`src/rtl/layer_sched.sv`:
```
// Two-layer image pipeline sequencer: launches the layer-0 engine, routes its beats
// to result memory, then runs the 2x2 stride-2 max-pool over both kernel maps.
module layer_sched #(
  parameter int DW    = 20,
  parameter int IMG_W = 64,
  parameter int AW    = 12
) (
  input  logic          clk,
  input  logic          reset,
  input  logic          i_ready,
  output logic          o_busy,
  output logic          o_l0_start,
  input  logic          i_l0_valid,
  input  logic [DW-1:0] i_l0_data,
  output logic          o_cwr,
  output logic [AW-1:0] o_caddr_wr,
  output logic [DW-1:0] o_cdata_wr,
  output logic          o_crd,
  output logic [AW-1:0] o_caddr_rd,
  input  logic [DW-1:0] i_cdata_rd,
  output logic [2:0]    o_csel
);
  localparam int LW = $clog2(IMG_W);
  localparam int JW = AW - 2;

  typedef enum logic [2:0] {IDLE, L0, L1_RD, L1_WAIT, L1_WR, DONE} state_t;

  state_t          state_q, state_d;
  logic            par_q, par_d;
  logic [AW-1:0]   pix_q, pix_d;
  logic            kern_q, kern_d;
  logic [JW-1:0]   j_q, j_d;
  logic [1:0]      sub_q, sub_d;
  logic            rvld_q;
  logic [1:0]      ret_q;
  logic [DW-1:0]   acc_q, acc_d;

  logic            busy_q, busy_d, start_q, start_d;
  logic            cwr_q, cwr_d, crd_q, crd_d;
  logic [AW-1:0]   caddr_wr_q, caddr_wr_d, caddr_rd_q, caddr_rd_d;
  logic [DW-1:0]   cdata_wr_q, cdata_wr_d;
  logic [2:0]      csel_q, csel_d;

  always_ff @(posedge clk or negedge reset) begin
    if (!reset) begin
      state_q    <= IDLE;
      par_q      <= 1'b0;
      pix_q      <= '0;
      kern_q     <= 1'b0;
      j_q        <= '0;
      sub_q      <= '0;
      rvld_q     <= 1'b0;
      ret_q      <= '0;
      acc_q      <= '0;
      busy_q     <= 1'b0;
      start_q    <= 1'b0;
      cwr_q      <= 1'b0;
      crd_q      <= 1'b0;
      caddr_wr_q <= '0;
      caddr_rd_q <= '0;
      cdata_wr_q <= '0;
      csel_q     <= '0;
    end else begin
      state_q    <= state_d;
      par_q      <= par_d;
      pix_q      <= pix_d;
      kern_q     <= kern_d;
      j_q        <= j_d;
      sub_q      <= sub_d;
      rvld_q     <= crd_q;
      ret_q      <= rvld_q ? ret_q + 2'd1 : ret_q;
      acc_q      <= acc_d;
      busy_q     <= busy_d;
      start_q    <= start_d;
      cwr_q      <= cwr_d;
      crd_q      <= crd_d;
      caddr_wr_q <= caddr_wr_d;
      caddr_rd_q <= caddr_rd_d;
      cdata_wr_q <= cdata_wr_d;
      csel_q     <= csel_d;
    end
  end

  always_comb begin
    state_d = state_q;
    par_d   = par_q;
    pix_d   = pix_q;
    kern_d  = kern_q;
    j_d     = j_q;
    sub_d   = sub_q;
    case (state_q)
      IDLE: if (i_ready) begin
        state_d = L0;
        par_d   = 1'b0;
        pix_d   = '0;
        kern_d  = 1'b0;
      end
      L0: if (i_l0_valid) begin
        par_d = ~par_q;
        if (par_q) begin
          pix_d = pix_q + AW'(1);
          if (&pix_q) begin
            state_d = L1_RD;
            kern_d  = 1'b0;
            j_d     = '0;
            sub_d   = '0;
          end
        end
      end
      L1_RD: begin
        sub_d = sub_q + 2'd1;
        if (&sub_q) state_d = L1_WAIT;
      end
      L1_WAIT: state_d = L1_WR;
      L1_WR: begin
        j_d     = j_q + JW'(1);
        state_d = L1_RD;
        if (&j_q) begin
          if (kern_q) state_d = DONE;
          else        kern_d  = 1'b1;
        end
      end
      DONE:    state_d = IDLE;
      default: state_d = IDLE;
    endcase
  end

  // Read data lands one cycle behind o_crd; the first of each group of four loads the max.
  always_comb begin
    acc_d = acc_q;
    if (rvld_q && (ret_q == 2'd0 || $signed(i_cdata_rd) > $signed(acc_q)))
      acc_d = i_cdata_rd;
  end

  // Outputs are the registered image of what the current state does this cycle.
  always_comb begin
    busy_d     = (state_d != IDLE);
    start_d    = (state_q == IDLE) && i_ready;
    cwr_d      = 1'b0;
    crd_d      = 1'b0;
    caddr_wr_d = '0;
    caddr_rd_d = '0;
    cdata_wr_d = '0;
    csel_d     = 3'd0;
    case (state_q)
      L0: if (i_l0_valid) begin
        cwr_d      = 1'b1;
        caddr_wr_d = pix_q;
        cdata_wr_d = i_l0_data;
        csel_d     = par_q ? 3'd2 : 3'd1;
      end
      L1_RD: begin
        crd_d      = 1'b1;
        caddr_rd_d = {j_q[JW-1:LW-1], sub_q[1], j_q[LW-2:0], sub_q[0]};
        csel_d     = kern_q ? 3'd2 : 3'd1;
      end
      L1_WR: begin
        cwr_d      = 1'b1;
        caddr_wr_d = AW'(j_q);
        cdata_wr_d = acc_d;
        csel_d     = kern_q ? 3'd4 : 3'd3;
      end
      default: ;
    endcase
  end

  assign o_busy     = busy_q;
  assign o_l0_start = start_q;
  assign o_cwr      = cwr_q;
  assign o_crd      = crd_q;
  assign o_caddr_wr = caddr_wr_q;
  assign o_caddr_rd = caddr_rd_q;
  assign o_cdata_wr = cdata_wr_q;
  assign o_csel     = csel_q;
endmodule

```
`config.mk`:
```
export PLATFORM = sky130hd
export DESIGN_NAME = layer_sched
export DESIGN_NICKNAME = d
export VERILOG_FILES = /design/src/rtl/layer_sched.sv
export SDC_FILE = /design/constraint.sdc
export NUM_CORES = 1
export LEC_CHECK = 0
export CAP_MARGIN = 20
export CORE_UTILIZATION = 52
export DETAILED_ROUTE_END_ITERATION = 6
export PLACE_DENSITY_LB_ADDON = 0.12
export SETUP_SLACK_MARGIN = 0.2
export SYNTH_ARGS = -nofsm -noshare
export SYNTH_HDL_FRONTEND = slang
export SYNTH_SLANG_ARGS = --single-unit
```
`constraint.sdc`:
```
create_clock -name clk -period 3.8 [get_ports clk]
set_clock_uncertainty 0.1 [all_clocks]
set_input_delay 0.57 -clock clk [delete_from_list [all_inputs] [get_ports clk]]
set_output_delay 0.57 -clock clk [all_outputs]
set_load 0.02 [all_outputs]
```
==> results of run 1 <==
[cells by family (layout without fill, tap and decap cells)]
logic type                 count (synthesis)  count (layout)  synth area share
AOI/OAI and AO/OA                         84              84             0.127
xor gates and xnor gates                  20              20            0.0353
adders and majority gates                 24              24            0.0604
buffers and inverters                     72             169            0.0572
DFF                                      103             103             0.519
muxes                                     21              21            0.0428
and+or+nand+nor                          157             157             0.158
[metal layers]
metal / GRT usage / vias to the layer above
met4: 0.0577 / 0
li1: - / 1858
met3: 0.0323 / 10
met1: 0.362 / 1863
met5: 0 / -
met2: 0.355 / 124
[registers in the layout, summed over array words and instances (netlist names), 2 cells and up]
name and count:
o_caddr_wr 12, o_csel 3, sub_q 2, o_cdata_wr 20, o_caddr_rd 12, state_q 3
ret_q 2, acc_q 20, pix_q 12, j_q 10
[synthesized netlist by cell type, drive strengths merged, types with 3 or more instances]
library cell / instances
dfrtp: 103
inv: 46
nand2: 45
nand3: 29
nor2: 27
ha: 24
clkbuf: 20
o31a: 20
o31ai: 20
mux2i: 19
and2: 17
xor2: 15
nand4: 12
a21oi: 11
a22o: 9
o21ai: 9
and3: 6
buf: 6
xnor2: 5
nor2b: 4
nor3: 4
nor4: 4
o211ai: 4
o22ai: 3
[metrics by stage]
stage / area [um^2] / hold slack [ns] / utilization / instances / power [mW]
6_report: 6290 / 0.294 / 0.681 / 707 / 2.34
5_1_grt: 6290 / 0.304 / 0.681 / 707 / 2.45
4_1_cts: 6250 / 0.291 / 0.676 / 704 / 2.35
3_5_place_dp: 6040 / 0.270 / 0.654 / 688 / 1.64
3_3_place_gp: 6040 / 0.273 / 0.654 / 688 / 1.64
2_1_floorplan: 4970 / 0.174 / - / 481 / 1.45
[power breakdown]
part	leakage, nW	total (mW)	internal [mW]	switching, mW
Clock	0.0994	0.709	0.316	0.393
Combinational	1.59	0.394	0.193	0.201
Sequential	1.33	1.23	1.17	0.0644
[repair_timing]
action	in CTS	in global routing
setup endpoints to repair	0	0
hold endpoints to repair	0	10
hold buffers	0	1
gates resized for setup	0	0
[area by class of cell]
| cell class | instances | area (um^2) |
|---|---|---|
| fill | 736 | 2950 |
| sequential | 103 | 2580 |
| inverter | 46 | 173 |
| clock inverter | 6 | 75.1 |
| clock buffer | 10 | 128 |
| timing repair buffer | 107 | 1070 |
| multi-input combinational | 306 | 2110 |
| tap | 129 | 161 |
[cell usage in the layout (no fill, tap or decap), types with 2 or more instances in the layout]
cell type	synthesis	routed
sky130_fd_sc_hd__dfrtp_1	103	103
sky130_fd_sc_hd__clkdlybuf4s50_1	0	93
sky130_fd_sc_hd__inv_1	46	46
sky130_fd_sc_hd__nand2_1	45	45
sky130_fd_sc_hd__nand3_1	29	29
sky130_fd_sc_hd__nor2_1	27	27
sky130_fd_sc_hd__ha_1	24	24
sky130_fd_sc_hd__o31a_1	20	20
sky130_fd_sc_hd__o31ai_1	20	20
sky130_fd_sc_hd__mux2i_1	19	19
sky130_fd_sc_hd__and2_1	17	17
sky130_fd_sc_hd__xor2_1	15	15
sky130_fd_sc_hd__nand4_1	12	12
sky130_fd_sc_hd__a21oi_1	11	11
sky130_fd_sc_hd__buf_4	3	11
sky130_fd_sc_hd__a22o_1	9	9
sky130_fd_sc_hd__clkbuf_8	0	9
sky130_fd_sc_hd__o21ai_0	7	7
sky130_fd_sc_hd__and3_1	6	6
sky130_fd_sc_hd__xnor2_1	5	5
sky130_fd_sc_hd__nor2b_1	4	4
sky130_fd_sc_hd__o211ai_1	4	4
sky130_fd_sc_hd__nor3_1	4	4
sky130_fd_sc_hd__nor4_1	4	4
sky130_fd_sc_hd__o22ai_1	3	3
sky130_fd_sc_hd__or4_1	2	2
sky130_fd_sc_hd__a21o_1	2	2
sky130_fd_sc_hd__o21ai_1	2	2
sky130_fd_sc_hd__and4_1	2	2
sky130_fd_sc_hd__a32o_1	2	2
sky130_fd_sc_hd__inv_6	0	2
[final timing paths]
check,endpoint,cells after the start,start
max,acc_q[12],9,i_cdata_rd[13]
min,rvld_q,0,o_crd
max reg2reg,acc_q[12],9,acc_q[13]
min reg2reg,rvld_q,0,o_crd
max in group asynchronous,acc_q[3],3,reset
min in group asynchronous,o_cdata_wr[10],2,reset
==> impl_metrics.tcl, run 1 <==
set metrics [dict create \
    run_status "completed" \
    cts-htree-levels 3 \
    final_antenna_net_count 0 \
    globalRoute.totalOverflow 0 \
    clock-sinks 103 \
    area_growth_pct 26.6 \
    number_of_warnings_reported_in_the_yosys_synthesis_log 0 \
    first_global_vias 3640 \
    cts.repair_timing.setup_buffer_count 0 \
    route.layer.met1.wl_mm 5.43 \
    yosys.area.top_type "sky130_fd_sc_hd__dfrtp_1" \
    cap_viol_max_count 0 \
    net_count_after_synthesis 549 \
    critPathCaptureType "flop" \
    post-synth-top-area-fraction 0.519 \
    path_delay_family "simple AND/OR/NAND/NOR gates" \
    met3RoutedLength_um 535 \
    timing.critical_path.required_ns 3.98 \
    design.core.area_um2 9240 \
    fin_tns_setup_ns 0 \
    slowest_stage "sky130_fd_sc_hd__or4_1" \
    ordered_cell_list_for_the_critical_path "clkdlybuf4s50_1 > ha_1 > nand4_1 > or4_1 > o21ai_1 > and4b_1 > nor3b_4 > buf_4 > mux2i_1" \
    synthesis.area_per_instance_um2 10.3 \
    grt_antenna_before_repair 0 \
    detail_route.first_pass.iterations 5 \
    met2RoutedLength_mm 4.98 \
    synth_seq_cells 103 \
    floorplan.die_area_um2 9950 \
    fmax_mhz 313 \
    finalNetCount 641 \
    placement.setup.worst_slack_ns 0.250 \
    synth_cell_types 42 \
    synth-seq-area-share 0.519 \
    critical_path.max_stage_delay_ns 0.58 \
    leakage_power_nw 3.02 \
    drt-vias-per-instance 5.45 \
    synth_top_cells_by_area "sky130_fd_sc_hd__dfrtp_1 52%, sky130_fd_sc_hd__ha_1 6.0%, sky130_fd_sc_hd__mux2i_1 3.8%" \
    cts_tree "yes" \
    worstMarginPinSlew_ns 0.992 \
    floorplan.io_pins 95 \
    timing.critical_path.arrival_ns 3.37 \
    gp_congestion 0.859 \
    r2r_slack_ns 0.87 \
    syn-instance-count 481 \
    dp.final_hpwl_mm 7.63 \
    hold_path.class "reg2reg" \
    cts_buffers 9 \
    summed_instance_area_of_the_synthesized_netlist_um2 4970 \
    setup-violations-final 0 \
    drt-wirelength-per-cell_um 15.6 \
    cts.root.buffer_cell "sky130_fd_sc_hd__clkbuf_8" \
    drt-total-wl_mm 11.0 \
    grt_start_max_net_pins 86 \
    clockBufferDepth 2 \
    synth_ff_type "sky130_fd_sc_hd__dfrtp_1" \
    postLayoutSetupSlackWorst_ns 0.609 \
    drc_errors 0 \
    grt_first_pass_wirelength_mm 18.1 \
    setup.worst_path.class "in2reg" \
    port_buffers 94 \
    height_of_the_chip_um 99.8 \
    antenna-diode-count 0 \
    vias 3855 \
    powerDensity_nw_per_um2 371 \
    final_period_minus_worst_setup_slack_ns 3.19 \
    path_clk_slew_ns 0.09 \
    async_flop_share 1.00 \
    start_util 0.538 \
    crit_path_max_fanout 12 \
    grt_setup_unrepaired "no" \
    die_width_um 99.8 \
    post_synth_edffs 0 \
    max_slew_headroom 0.337 \
    drt_iter0_drc 242 \
    final_min_period_over_clock_period 0.840 \
    clkLatencyLatePin_ns 0.36 \
    top_signal_layer_used "met4" \
    worst_ir_drop_vdd_mv 0.306 \
    final_layout_size_suffix_gt1_frac 0.0571 \
    std_cell_rows 35 \
    grt_usage 0.236 \
    report.final.hold_viol_count 0 \
    worst_setup_path_start_kind "input port" \
    final-max-slew-violation-count 0 \
    timing.critical_path.buf_inv 2 \
]
No activity file was read; power rests on OpenSTA's default activity.
==> run 2, diff against run 1 <==
==> constraint.sdc (replaced) <==
create_clock -name clk -period 3.1 [get_ports clk]
set_clock_uncertainty 0.1 [all_clocks]
set_input_delay 0.465 -clock clk [delete_from_list [all_inputs] [get_ports clk]]
set_output_delay 0.465 -clock clk [all_outputs]
set_load 0.02 [all_outputs]
==> impl_metrics.tcl, run 2 (synthesis gave the netlist of run 1 again) <==
set metrics [dict create \
    dp.final_hpwl_mm 8.04 \
    holdBufCountCts 0 \
    critPathCaptureType "flop" \
    grt_start_max_net_pins 65 \
    cts_buffers 9 \
    regToRegStartpoint "acc_q[10]" \
    final_layout_size_suffix_gt1_frac 0.145 \
    leakage_power_nw 3.26 \
    cts.root.buffer_cell "sky130_fd_sc_hd__clkbuf_8" \
    drt_iter0_drc 195 \
    seq_area_um2 2580 \
    finalHoldWorstSlack_ns 0.0523 \
    grt_antenna_before_repair 0 \
    finalNetCount 657 \
    clockBufferDepth 2 \
    placement.setup.worst_slack_ns -0.309 \
    timing.critical_path.required_ns 3.27 \
    start_util 0.538 \
    clkLatencyLatePin_ns 0.38 \
    mostFrequentLayoutCell "sky130_fd_sc_hd__dfrtp_1" \
    clock-sinks 103 \
    drt-total-wl_mm 12.3 \
    design.core.area_um2 9240 \
    setup.worst_path.class "reg2reg" \
    grt_usage 0.255 \
    final_antenna_net_count 0 \
    final_min_period_over_clock_period 0.923 \
    fillCellCount 682 \
    area_growth_pct 35.6 \
    postLayoutSetupSlackWorst_ns 0.238 \
    gp_congestion 0.799 \
    worst_ir_drop_vdd_mv 0.309 \
    setup-violations-final 0 \
    grt_setup_unrepaired "yes" \
    cts_tree "yes" \
    path_clk_slew_ns 0.11 \
    fmax_mhz 349 \
    slowest_stage "sky130_fd_sc_hd__or4_4" \
    report.final.hold_viol_count 0 \
    crit_path_max_fanout 7 \
    worst_r2r_endpoint "o_cdata_wr[15]" \
    reg2reg_depth 10 \
    floorplan.die_area_um2 9950 \
    multiInputGateArea_um2 2360 \
    die_width_um 99.8 \
    hold_path.class "in2async" \
    vias 4047 \
    fin_total_pwr_mw 2.85 \
    powerDensity_nw_per_um2 423 \
    drc_errors 0 \
    std_cell_rows 35 \
    ordered_cell_list_for_the_critical_path "inv_2 > ha_4 > nand4_1 > or4_4 > a21o_1 > a211oi_4 > nor3b_4 > buf_6 > clkbuf_16 > o31ai_1" \
    floorplan.io_pins 95 \
    final-max-slew-violation-count 0 \
    r2r_slack_ns 0.24 \
    final_period_minus_worst_setup_slack_ns 2.86 \
    detail_route.first_pass.iterations 4 \
    timing.critical_path.arrival_ns 3.04 \
    worstMarginPinSlew_ns 0.787 \
    antenna-diode-count 0 \
    drt-vias-per-instance 5.60 \
    final_cell_mix "103 x sky130_fd_sc_hd__dfrtp_1, 77 x sky130_fd_sc_hd__clkdlybuf4s50_1, 45 x sky130_fd_sc_hd__nand2_1" \
    cts-htree-levels 3 \
    cap_viol_max_count 0 \
    critical_path.max_stage_delay_ns 0.59 \
    place_area_um2 6100 \
    final_area_um2 6740 \
    port_buffers 94 \
    drt-wirelength-per-cell_um 16.9 \
    fin_tns_setup_ns 0 \
    first_global_vias 4007 \
    max_slew_headroom 0.475 \
    worst_setup_path_start_kind "flop" \
    globalRoute.totalOverflow 0 \
    height_of_the_chip_um 99.8 \
    grt_first_pass_wirelength_mm 19.4 \
    run_status "completed" \
]
## run 2: what timing repair did
item / CTS / global route
resized for setup: 23 / 37
pin swaps: 11 / 18
gates cloned: 1 / 2
setup buffers: 3 / 4
hold endpoints to repair: 0 / 0
endpoints found under the setup margin: 39 / 40
## run 2: where the power goes
group / leakage [nW] / internal [mW] / switching [mW]
combinational: 1.84 / 0.256 / 0.268
sequential: 1.33 / 1.43 / 0.0780
clock: 0.0932 / 0.308 / 0.502
## run 2: critical path, delay by kind of cell, from the launching register on
kind            cells  cell delay [ns]
compound gates      3             0.80
simple gates        3             0.81
buf+inv             3             0.39
flops               1             0.39
fa+ha+maj           1             0.26
## run 2: how the worst max path moves through the flow
stage / endpoint / slack, ns / cells past startpoint / from
finish: o_cdata_wr[15] / 0.24 / 10 / acc_q[10]
global route: o_cdata_wr[15] / 0.14 / 10 / acc_q[9]
CTS: o_cdata_wr[16] / 0.19 / 9 / i_cdata_rd[13]
detailed placement: acc_q[7] / -0.31 / 9 / i_cdata_rd[19]
global placement: acc_q[12] / -0.15 / 9 / i_cdata_rd[19]
floorplan: acc_q[0] / 0.29 / 8 / i_cdata_rd[19]
## run 2: through the flow
step,utilization,cells
floorplan,-,481
global route,0.729,723
finish,0.729,723
global placement,0.661,696
detailed placement,0.661,696
CTS,0.698,716
## run 2: layer usage
metal	GRT usage	wire [um]	up-vias
li1	-	-	1883
met1	0.379	5790	2003
met2	0.379	5650	144
met3	0.0408	611	17
met4	0.0916	204	0
met5	0	0	-
## run 2: layout make-up
cell class | instances | area share
inverter | 46 | 0.0256
clock inverter | 7 | 0.0100
sequential | 103 | 0.383
multi-input combinational | 306 | 0.351
tap | 129 | 0.0240
timing repair buffer | 123 | 0.188
clock buffer | 9 | 0.0184
